[src/rtl/wb_cmd_master.sv]
// wb_cmd_master: byte-stream command channel to single classic Wishbone accesses with timeout.
// Rev 1.0
`default_nettype none

module wb_cmd_master #(
  parameter int TIMEOUT = 64
) (
  input  logic        clk,
  input  logic        rst,
  input  logic [7:0]  in_data,
  input  logic        in_valid,
  output logic        in_ready,
  output logic [7:0]  out_data,
  output logic        out_valid,
  input  logic        out_ready,
  output logic [7:0]  wb_addr,
  input  logic [31:0] wb_rdata,
  output logic [31:0] wb_wdata,
  output logic        wb_we,
  output logic        wb_cyc,
  input  logic        wb_ack,
  output logic        busy
);

  localparam logic [2:0] S_IDLE  = 3'd0;
  localparam logic [2:0] S_ADDR  = 3'd1;
  localparam logic [2:0] S_WDATA = 3'd2;
  localparam logic [2:0] S_BUS   = 3'd3;
  localparam logic [2:0] S_RESP  = 3'd4;

  localparam logic [15:0] TO_LIM = 16'(TIMEOUT);

  logic [2:0]  state_q, state_d;
  logic [15:0] cnt_q, cnt_d;
  logic [2:0]  idx_q, idx_d;
  logic [2:0]  len_q, len_d;
  logic        we_q, we_d;
  logic [31:0] rdata_q, rdata_d;
  logic        in_ready_q, in_ready_d;
  logic        out_valid_q, out_valid_d;
  logic [7:0]  out_data_q, out_data_d;
  logic        wb_cyc_q, wb_cyc_d;
  logic        wb_we_q, wb_we_d;
  logic [7:0]  wb_addr_q, wb_addr_d;
  logic [31:0] wb_wdata_q, wb_wdata_d;
  logic        busy_q, busy_d;

  logic in_acc;
  logic out_acc;

  assign in_acc  = in_valid & in_ready_q;
  assign out_acc = out_valid_q & out_ready;

  always_comb begin
    state_d    = state_q;
    cnt_d      = cnt_q;
    idx_d      = idx_q;
    len_d      = len_q;
    we_d       = we_q;
    rdata_d    = rdata_q;
    out_data_d = out_data_q;
    wb_addr_d  = wb_addr_q;
    wb_wdata_d = wb_wdata_q;

    case (state_q)
      S_IDLE: begin
        if (in_acc) begin
          // Only 0x00 (read) and 0x80 (write) are legal opcodes.
          if (in_data[6:0] == 7'd0) begin
            we_d    = in_data[7];
            state_d = S_ADDR;
          end else begin
            out_data_d = 8'h02;
            len_d      = 3'd1;
            idx_d      = 3'd0;
            state_d    = S_RESP;
          end
        end
      end
      S_ADDR: begin
        if (in_acc) begin
          wb_addr_d = in_data;
          idx_d     = 3'd0;
          cnt_d     = 16'd0;
          state_d   = we_q ? S_WDATA : S_BUS;
        end
      end
      S_WDATA: begin
        if (in_acc) begin
          wb_wdata_d[{idx_q[1:0], 3'b000} +: 8] = in_data;
          idx_d = idx_q + 3'd1;
          if (idx_q == 3'd3) begin
            cnt_d   = 16'd0;
            state_d = S_BUS;
          end
        end
      end
      S_BUS: begin
        // An ack in the expiry cycle takes priority over the timeout.
        if (wb_ack) begin
          rdata_d    = we_q ? 32'd0 : wb_rdata;
          out_data_d = 8'h00;
          len_d      = we_q ? 3'd1 : 3'd5;
          idx_d      = 3'd0;
          state_d    = S_RESP;
        end else if (cnt_q + 16'd1 == TO_LIM) begin
          rdata_d    = 32'd0;
          out_data_d = 8'h01;
          len_d      = we_q ? 3'd1 : 3'd5;
          idx_d      = 3'd0;
          state_d    = S_RESP;
        end else begin
          cnt_d = cnt_q + 16'd1;
        end
      end
      S_RESP: begin
        if (out_acc) begin
          if (idx_q + 3'd1 == len_q) begin
            state_d = S_IDLE;
          end else begin
            idx_d      = idx_q + 3'd1;
            out_data_d = rdata_q[{idx_q[1:0], 3'b000} +: 8];
          end
        end
      end
      default: state_d = S_IDLE;
    endcase

    // Handshake/bus outputs are registered images of the next state.
    in_ready_d  = (state_d == S_IDLE) || (state_d == S_ADDR) || (state_d == S_WDATA);
    out_valid_d = (state_d == S_RESP);
    wb_cyc_d    = (state_d == S_BUS);
    wb_we_d     = (state_d == S_BUS) && we_d;
    busy_d      = (state_d != S_IDLE);
  end

  always_ff @(posedge clk or posedge rst) begin
    if (rst) begin
      state_q     <= S_IDLE;
      cnt_q       <= 16'd0;
      idx_q       <= 3'd0;
      len_q       <= 3'd0;
      we_q        <= 1'b0;
      rdata_q     <= 32'd0;
      in_ready_q  <= 1'b0;
      out_valid_q <= 1'b0;
      out_data_q  <= 8'h00;
      wb_cyc_q    <= 1'b0;
      wb_we_q     <= 1'b0;
      wb_addr_q   <= 8'h00;
      wb_wdata_q  <= 32'd0;
      busy_q      <= 1'b0;
    end else begin
      state_q     <= state_d;
      cnt_q       <= cnt_d;
      idx_q       <= idx_d;
      len_q       <= len_d;
      we_q        <= we_d;
      rdata_q     <= rdata_d;
      in_ready_q  <= in_ready_d;
      out_valid_q <= out_valid_d;
      out_data_q  <= out_data_d;
      wb_cyc_q    <= wb_cyc_d;
      wb_we_q     <= wb_we_d;
      wb_addr_q   <= wb_addr_d;
      wb_wdata_q  <= wb_wdata_d;
      busy_q      <= busy_d;
    end
  end

  assign in_ready  = in_ready_q;
  assign out_valid = out_valid_q;
  assign out_data  = out_data_q;
  assign wb_cyc    = wb_cyc_q;
  assign wb_we     = wb_we_q;
  assign wb_addr   = wb_addr_q;
  assign wb_wdata  = wb_wdata_q;
  assign busy      = busy_q;

endmodule

`default_nettype wire

[config.mk]
export PLATFORM = sky130hd
export DESIGN_NAME = wb_cmd_master
export DESIGN_NICKNAME = d
export VERILOG_FILES = /design/src/rtl/wb_cmd_master.sv
export SDC_FILE = /design/constraint.sdc
export NUM_CORES = 1
export LEC_CHECK = 0
export ABC_AREA = 1
export CORE_ASPECT_RATIO = 1.4
export CORE_MARGIN = 2
export CORE_UTILIZATION = 60
export CTS_CLUSTER_SIZE = 24
export DETAILED_ROUTE_END_ITERATION = 10
export DONT_BUFFER_PORTS = 1
export PLACE_DENSITY = 0.76
export SYNTH_ARGS = -nofsm -noshare
export SYNTH_HDL_FRONTEND = slang
export SYNTH_SLANG_ARGS = --single-unit
[constraint.sdc]
create_clock -name clk -period 4.7 [get_ports clk]
set_input_delay 0.94 -clock clk [delete_from_list [all_inputs] [get_ports clk]]
set_output_delay 0.94 -clock clk [all_outputs]
set_load 0.01 [all_outputs]
; Yosys cells after proc, flatten, opt, wreduce, memory -nomap -nowiden
; Index checks and enable logic that the tools add are counted.
[op_classes]
n_addsub = 3
n_eq_ne = 21
shifts = 3
mux = 46
bitwise = 2
n_reduce_logical = 19
[op_table]
columns = cell, n
row1 = 2-to-1 mux 32 bit, 3
row2 = 2-to-1 mux 16 bit, 5
row3 = 2-to-1 mux 3 bit, 22
row4 = 2-to-1 mux 8 bit, 6
row5 = case mux 16 bit (3 select lines), 1
row6 = bitwise mux 32 bit, 1
row7 = "variable shift 8 x 7 -> 32 bit, first input constant", 1
row8 = variable part select 32 x 6 -> 8 bit, 1
row9 = variable part select 8 x 7 -> 32 bit, 1
row10 = case mux 3 bit (5 select lines), 2
row11 = case mux 8 bit (3 select lines), 1
row12 = "inequality test 2 bit, second input constant", 9
row13 = "adder 16 x 1 -> 16 bit, second input constant", 1
row14 = "== test 16 x 7 -> 1 bit, second input constant", 1
row15 = "== test 3 x 2 -> 1 bit, second input constant", 5
row16 = AND reduction 6 bit, 2
row17 = nonzero test 3 bit, 3
row18 = AND reduction 8 bit, 1
row19 = logical NOT 7 bit, 1
row20 = negator 5 -> 7 bit, 1
row21 = "== test 3 x 1 -> 1 bit, second input constant", 2
row22 = "== test 3 bit, second input constant", 2
row23 = logical NOT 3 bit, 2
row24 = case mux 3 bit (2 select lines), 1
row25 = 11 further kinds, 19
[word_totals]
ff_bits = 111
input_bits = 45

; Logic depth before layout (Yosys ltp)
[logic_depth]
ltp_word = 8
mapped_depth = 15
mapped_depth_nobuf = 14

; Least setup slack after synthesis
; Ideal clock, no wire load.
[synth_timing]
path_kind = reg-to-reg
from = register idx_q[0]
to = register out_data_q[5], in the netlist out_data[5]
setup_time_ns = 0.118
t_arrival_ns = 2.373
path_slack_ns = 2.209
stages_incl_launch_ff = 14
n_path_buf = 4
synth_period_minus_slack_ns = 2.491
cell_sequence = dfrtp_1 -> clkbuf_1 -> inv_1 -> clkbuf_1 -> ha_1 -> clkbuf_1 -> a21oi_1 -> o211ai_1 -> nor2_1 -> a211oi_2 -> nand3_4 -> buf_6 -> nand2_1 -> o21ai_2
[synth_via]
elab_chain_len = 4
elab_cells_between_ends = 8
[synth_lines]
columns = element, line_no
row1 = from (decl), 35  ; logic [2:0] idx_q, idx_d;
row2 = from (signal assigned), 156  ; idx_q <= idx_d;
row3 = variable part select 32 x 6 -> 8 bit / adder 3 x 1 -> 3 bit (equally long branches), "122, 118"
row4 = 2-to-1 mux 8 bit / == test 3 bit (equally long branches), 118  ; if (idx_q + 3'd1 == len_q) begin
row5 = 2-to-1 mux 8 bit / inequality test 2 bit (equally long branches), --
row6 = case mux 8 bit (3 select lines) / AND reduction 6 bit (equally long branches), --
row7 = to (signal assigned), 162  ; out_data_q <= out_data_d;
row8 = to (decl), 41  ; logic [7:0] out_data_q, out_data_d;
; Parallel ways exist; a longest one is shown, timed or not. The select of a mux whose other input is x is not followed.
; A chain may end at the register's enable or synchronous reset.

; Worst setup path in the final report
[layout_timing]
from = register cnt_q[0]
to = register rdata_q[11]
[layout_via]
elab_chain_len = 4
[layout_lines]
columns = element, line_no
row1 = from (decl), 34  ; logic [15:0] cnt_q, cnt_d;
row2 = from (signal assigned), 155  ; cnt_q <= cnt_d;
row3 = adder 16 x 1 -> 16 bit, 106  ; end else if (cnt_q + 16'd1 == TO_LIM) begin
row4 = == test 16 x 7 -> 1 bit, 106
row5 = nonzero test 2 bit (no line), --
row6 = AND reduction 2 bit (no line), --
row7 = to (signal assigned), 159  ; rdata_q <= rdata_d;
row8 = to (decl), 38  ; logic [31:0] rdata_q, rdata_d;
; Every way passes these cells.

==> impl_metrics.toml <==
[status]
status = "complete, but fails checks"
violations = "design-rule violations"

[yosys]
netlist_instances = 717
netlist_area_mm2 = 0.00563
ys_seq_area_share_pct = 48.9
synth_nets = 771
synthDistinctLibCells = 37
ys_top_cells_by_area = "dfrtp_1 49%, nand2_1 14%, o21ai_0 6.4%, nand3_1 6.1%, nor2_1 4.1%"
syn-mean-instance-area_um2 = 7.85
synth-seq-cells = 110
ys_warn_count = 0
yosysTopAreaCellShare_pct = 48.9
synth_top_area_cell = "dfrtp_1"

[finish]
post-route-util_pct = 65.5
drive_gt1_share_pct = 6.52
n_antenna_cell = 0
nets = 755
area_delta_synth_final_pct = 5.65

[die]
ios = 98
dieArea_mm2 = 0.0102
die_h_um = 119
start_util_pct = 62.0
chipWidth_um = 85.9
fp.coreArea_mm2 = 0.00908
num_rows = 41

[cts]
insertion_delay_ns = 0.35
h-tree-depth = 3
cts_buffer_depth = 2
cts_tree = "built"
cts_root_buf = "clkbuf_16"
cts_inserted_buffers = 9
clkTransAtPathRegs_ns = 0.07
post-cts-setup-buffers = 0
cts_resized = 0
cts.sinks = 110
holdBufCountCts = 0

[run]
maxCapViolCount = 0

[hold_path]
hold_start = "idx_q[2]$_DFFE_PP0P_"
hold_depth = 2
hold_class = "reg2reg"
min_to = "idx_q[2]$_DFFE_PP0P_"

[drt]
viasPerCell = 5.82
drt_pass1_iterations = 8
drtAntennaViolNets = 0
drcViolationCount = 1
drt_iter0_markers = 397
routedWlPerCell_um = 15.9
drt-total-wl_um = 12900
vias = 4727

[power]
power_uw = 2530
comb_power_share_pct = 25.7
power.switching_uw = 905
leakage_uw = 0.00303
p_per_area_mw_per_mm2 = 426
switching_share_pct = 35.8
seq_power_share_pct = 44.1
p_int_uw = 1630
p_clk_share_pct = 30.2
irDropWorstVdd_v = 0.000260

[setup_path]
regToRegSetupSlack_ns = 1.53
cp_max_fo = 24
cp.arrival_ns = 3.38
cp.required_ns = 4.91
crit-reg2reg-launch = "cnt_q[0]$_DFFE_PP0P_"
reg2regPathDepth = 12
cp-start-kind = "register"
end_kind = "register"
reg2reg_to = "rdata_q[11]$_DFFE_PP0P_"
crit_type = "reg2reg"

[placement]
io_buffer_count = 0
dp_hpwl_um = 9190
place_ws_ns = 1.54
gp_congestion = 0.954

[grt]
grt_max_degree = 70
antenna_found_initial = 0
grt_pass1_wl_um = 21200
grt_use_total_pct = 26.1
overflow = 0
grt_pass1_vias = 4369

[timing]
finalCriticalPeriod_ns = 3.17
tns_ns = 0
tightest_slew_ns = 0.991
setup_ws_ns = 1.53
slew_headroom_pct = 33.5
finalCritPeriodShare_pct = 67.3
clock.fmax_ghz = 0.316
skew_ns = 0.00666
report.final.setup_viol = 0
rsz0062_at_grt = "no"
hold_violations = 0
final-max-slew-violation-count = 0
cells in the mapped netlist:
master    number
nand3b_1       4
ha_1           9
nand2_1      212
a211oi_1       1
buf_2          9
o21ai_1        2
a31o_2         1
o21ai_0       72
clkinv_1       1
a21oi_2        1
nor2_2         8
xor2_1         4
inv_2          3
o21bai_1       2
o211ai_1       1
nand3_2        1
o21ai_2        6
a31oi_1        1
nand4_1       30
inv_1         57
a211oi_2       1
xnor2_1        2
a221oi_1       1
buf_1          4
buf_4          1
a21oi_1       18
nand2_4        2
dfrtp_1      110
clkbuf_1      14
nor2_1        61
or2_1          1
nor3_1         3
nand3_1       69
nand3b_4       1
nand3_4        1
nor4_4         1
buf_6          2
worst max-delay path, stage by stage (launching register included):
cell and delay (ns):
dfrtp_1 0.44, ha_1 0.24, nand2_1 0.08, nor2_2 0.16, nand2_1 0.10, nand2_1 0.07, nand2_1 0.06, nor2_1 0.08
nand2_1 0.07, nor2_2 0.16, nand4_1 0.78, nand2_1 0.62, o21ai_0 0.15
routing by layer:
layer  share of wire, %  vias to the layer above  track usage [%]
met2                 49                      185             41.8
met5                  0                        -                0
met3                6.1                       36             5.52
li1                   -                     2309                -
met4                2.9                        0             9.42
met1                 42                     2197             34.9
area by class of cell:
| type | instances | area (um^2) |
|---|---|---|
| fill | 732 | 3130 |
| tap | 107 | 134 |
| multi-input combinational | 516 | 2510 |
| sequential | 110 | 2750 |
| timing repair buffer | 3 | 22.5 |
| clock buffer | 10 | 239 |
| clock inverter | 5 | 57.6 |
| inverter | 61 | 231 |
flip-flops by register name (all words and copies together) (netlist names), 2 cells and up:
name      flops
wb_addr       8
wb_wdata     32
idx_q         3
state_q       3
len_q         2
cnt_q        16
out_data      8
rdata_q      32
cells in the final DEF, fill, tap and decap left out, drive strengths merged, types with 3 or more instances in the layout:
cell,Yosys,layout
nor3,3,3
ha,9,9
nor2,69,69
xor2,4,4
a21oi,19,19
nand3b,5,5
nand2,214,214
dfrtp,110,110
clkinv,1,3
nand4,30,30
buf,16,3
clkbuf,14,10
o21ai,80,80
inv,60,62
nand3,71,71
metrics by stage:
step                      hold WS (ns)  cell area (um^2)  instances
after floorplan                  0.449              5630        717
after global placement           0.465              5650        797
after detailed placement         0.474              5650        797
after CTS                        0.493              5950        812
after global routing             0.524              5950        812
final                            0.489              5950        812
kinds of logic after synthesis:
logic type / Yosys count / synth area share (%)
and+or+nand+nor: 394 / 31.1
DFF: 110 / 48.9
adders and majority gates: 9 / 2.00
xor gates and xnor gates: 6 / 0.934
buffers and inverters: 91 / 6.60
AOI/OAI and AO/OA: 107 / 10.4
worst max-delay path by stage:
stage | startpoint | to | slack (ns) | cells past startpoint
2_1_floorplan | rst | busy$_DFF_PP0_ | 0.86 | 1
3_3_place_gp | cnt_q[0]$_DFFE_PP0P_ | rdata_q[17]$_DFFE_PP0P_ | 1.66 | 12
3_5_place_dp | cnt_q[0]$_DFFE_PP0P_ | rdata_q[11]$_DFFE_PP0P_ | 1.54 | 12
4_1_cts | cnt_q[0]$_DFFE_PP0P_ | rdata_q[11]$_DFFE_PP0P_ | 1.53 | 12
5_1_grt | cnt_q[0]$_DFFE_PP0P_ | rdata_q[11]$_DFFE_PP0P_ | 1.14 | 10
6_report | cnt_q[0]$_DFFE_PP0P_ | rdata_q[11]$_DFFE_PP0P_ | 1.53 | 12
power groups by stage:
stage | Sequential [uW] | Combinational [uW] | Clock, uW
floorplan | 1090 | 541 | 0
global placement | 1130 | 629 | 0
detailed placement | 1130 | 642 | 0
CTS | 1120 | 645 | 777
global route | 1130 | 732 | 814
finish | 1120 | 650 | 764
Note: power is estimated with default switching activity, not from simulation.
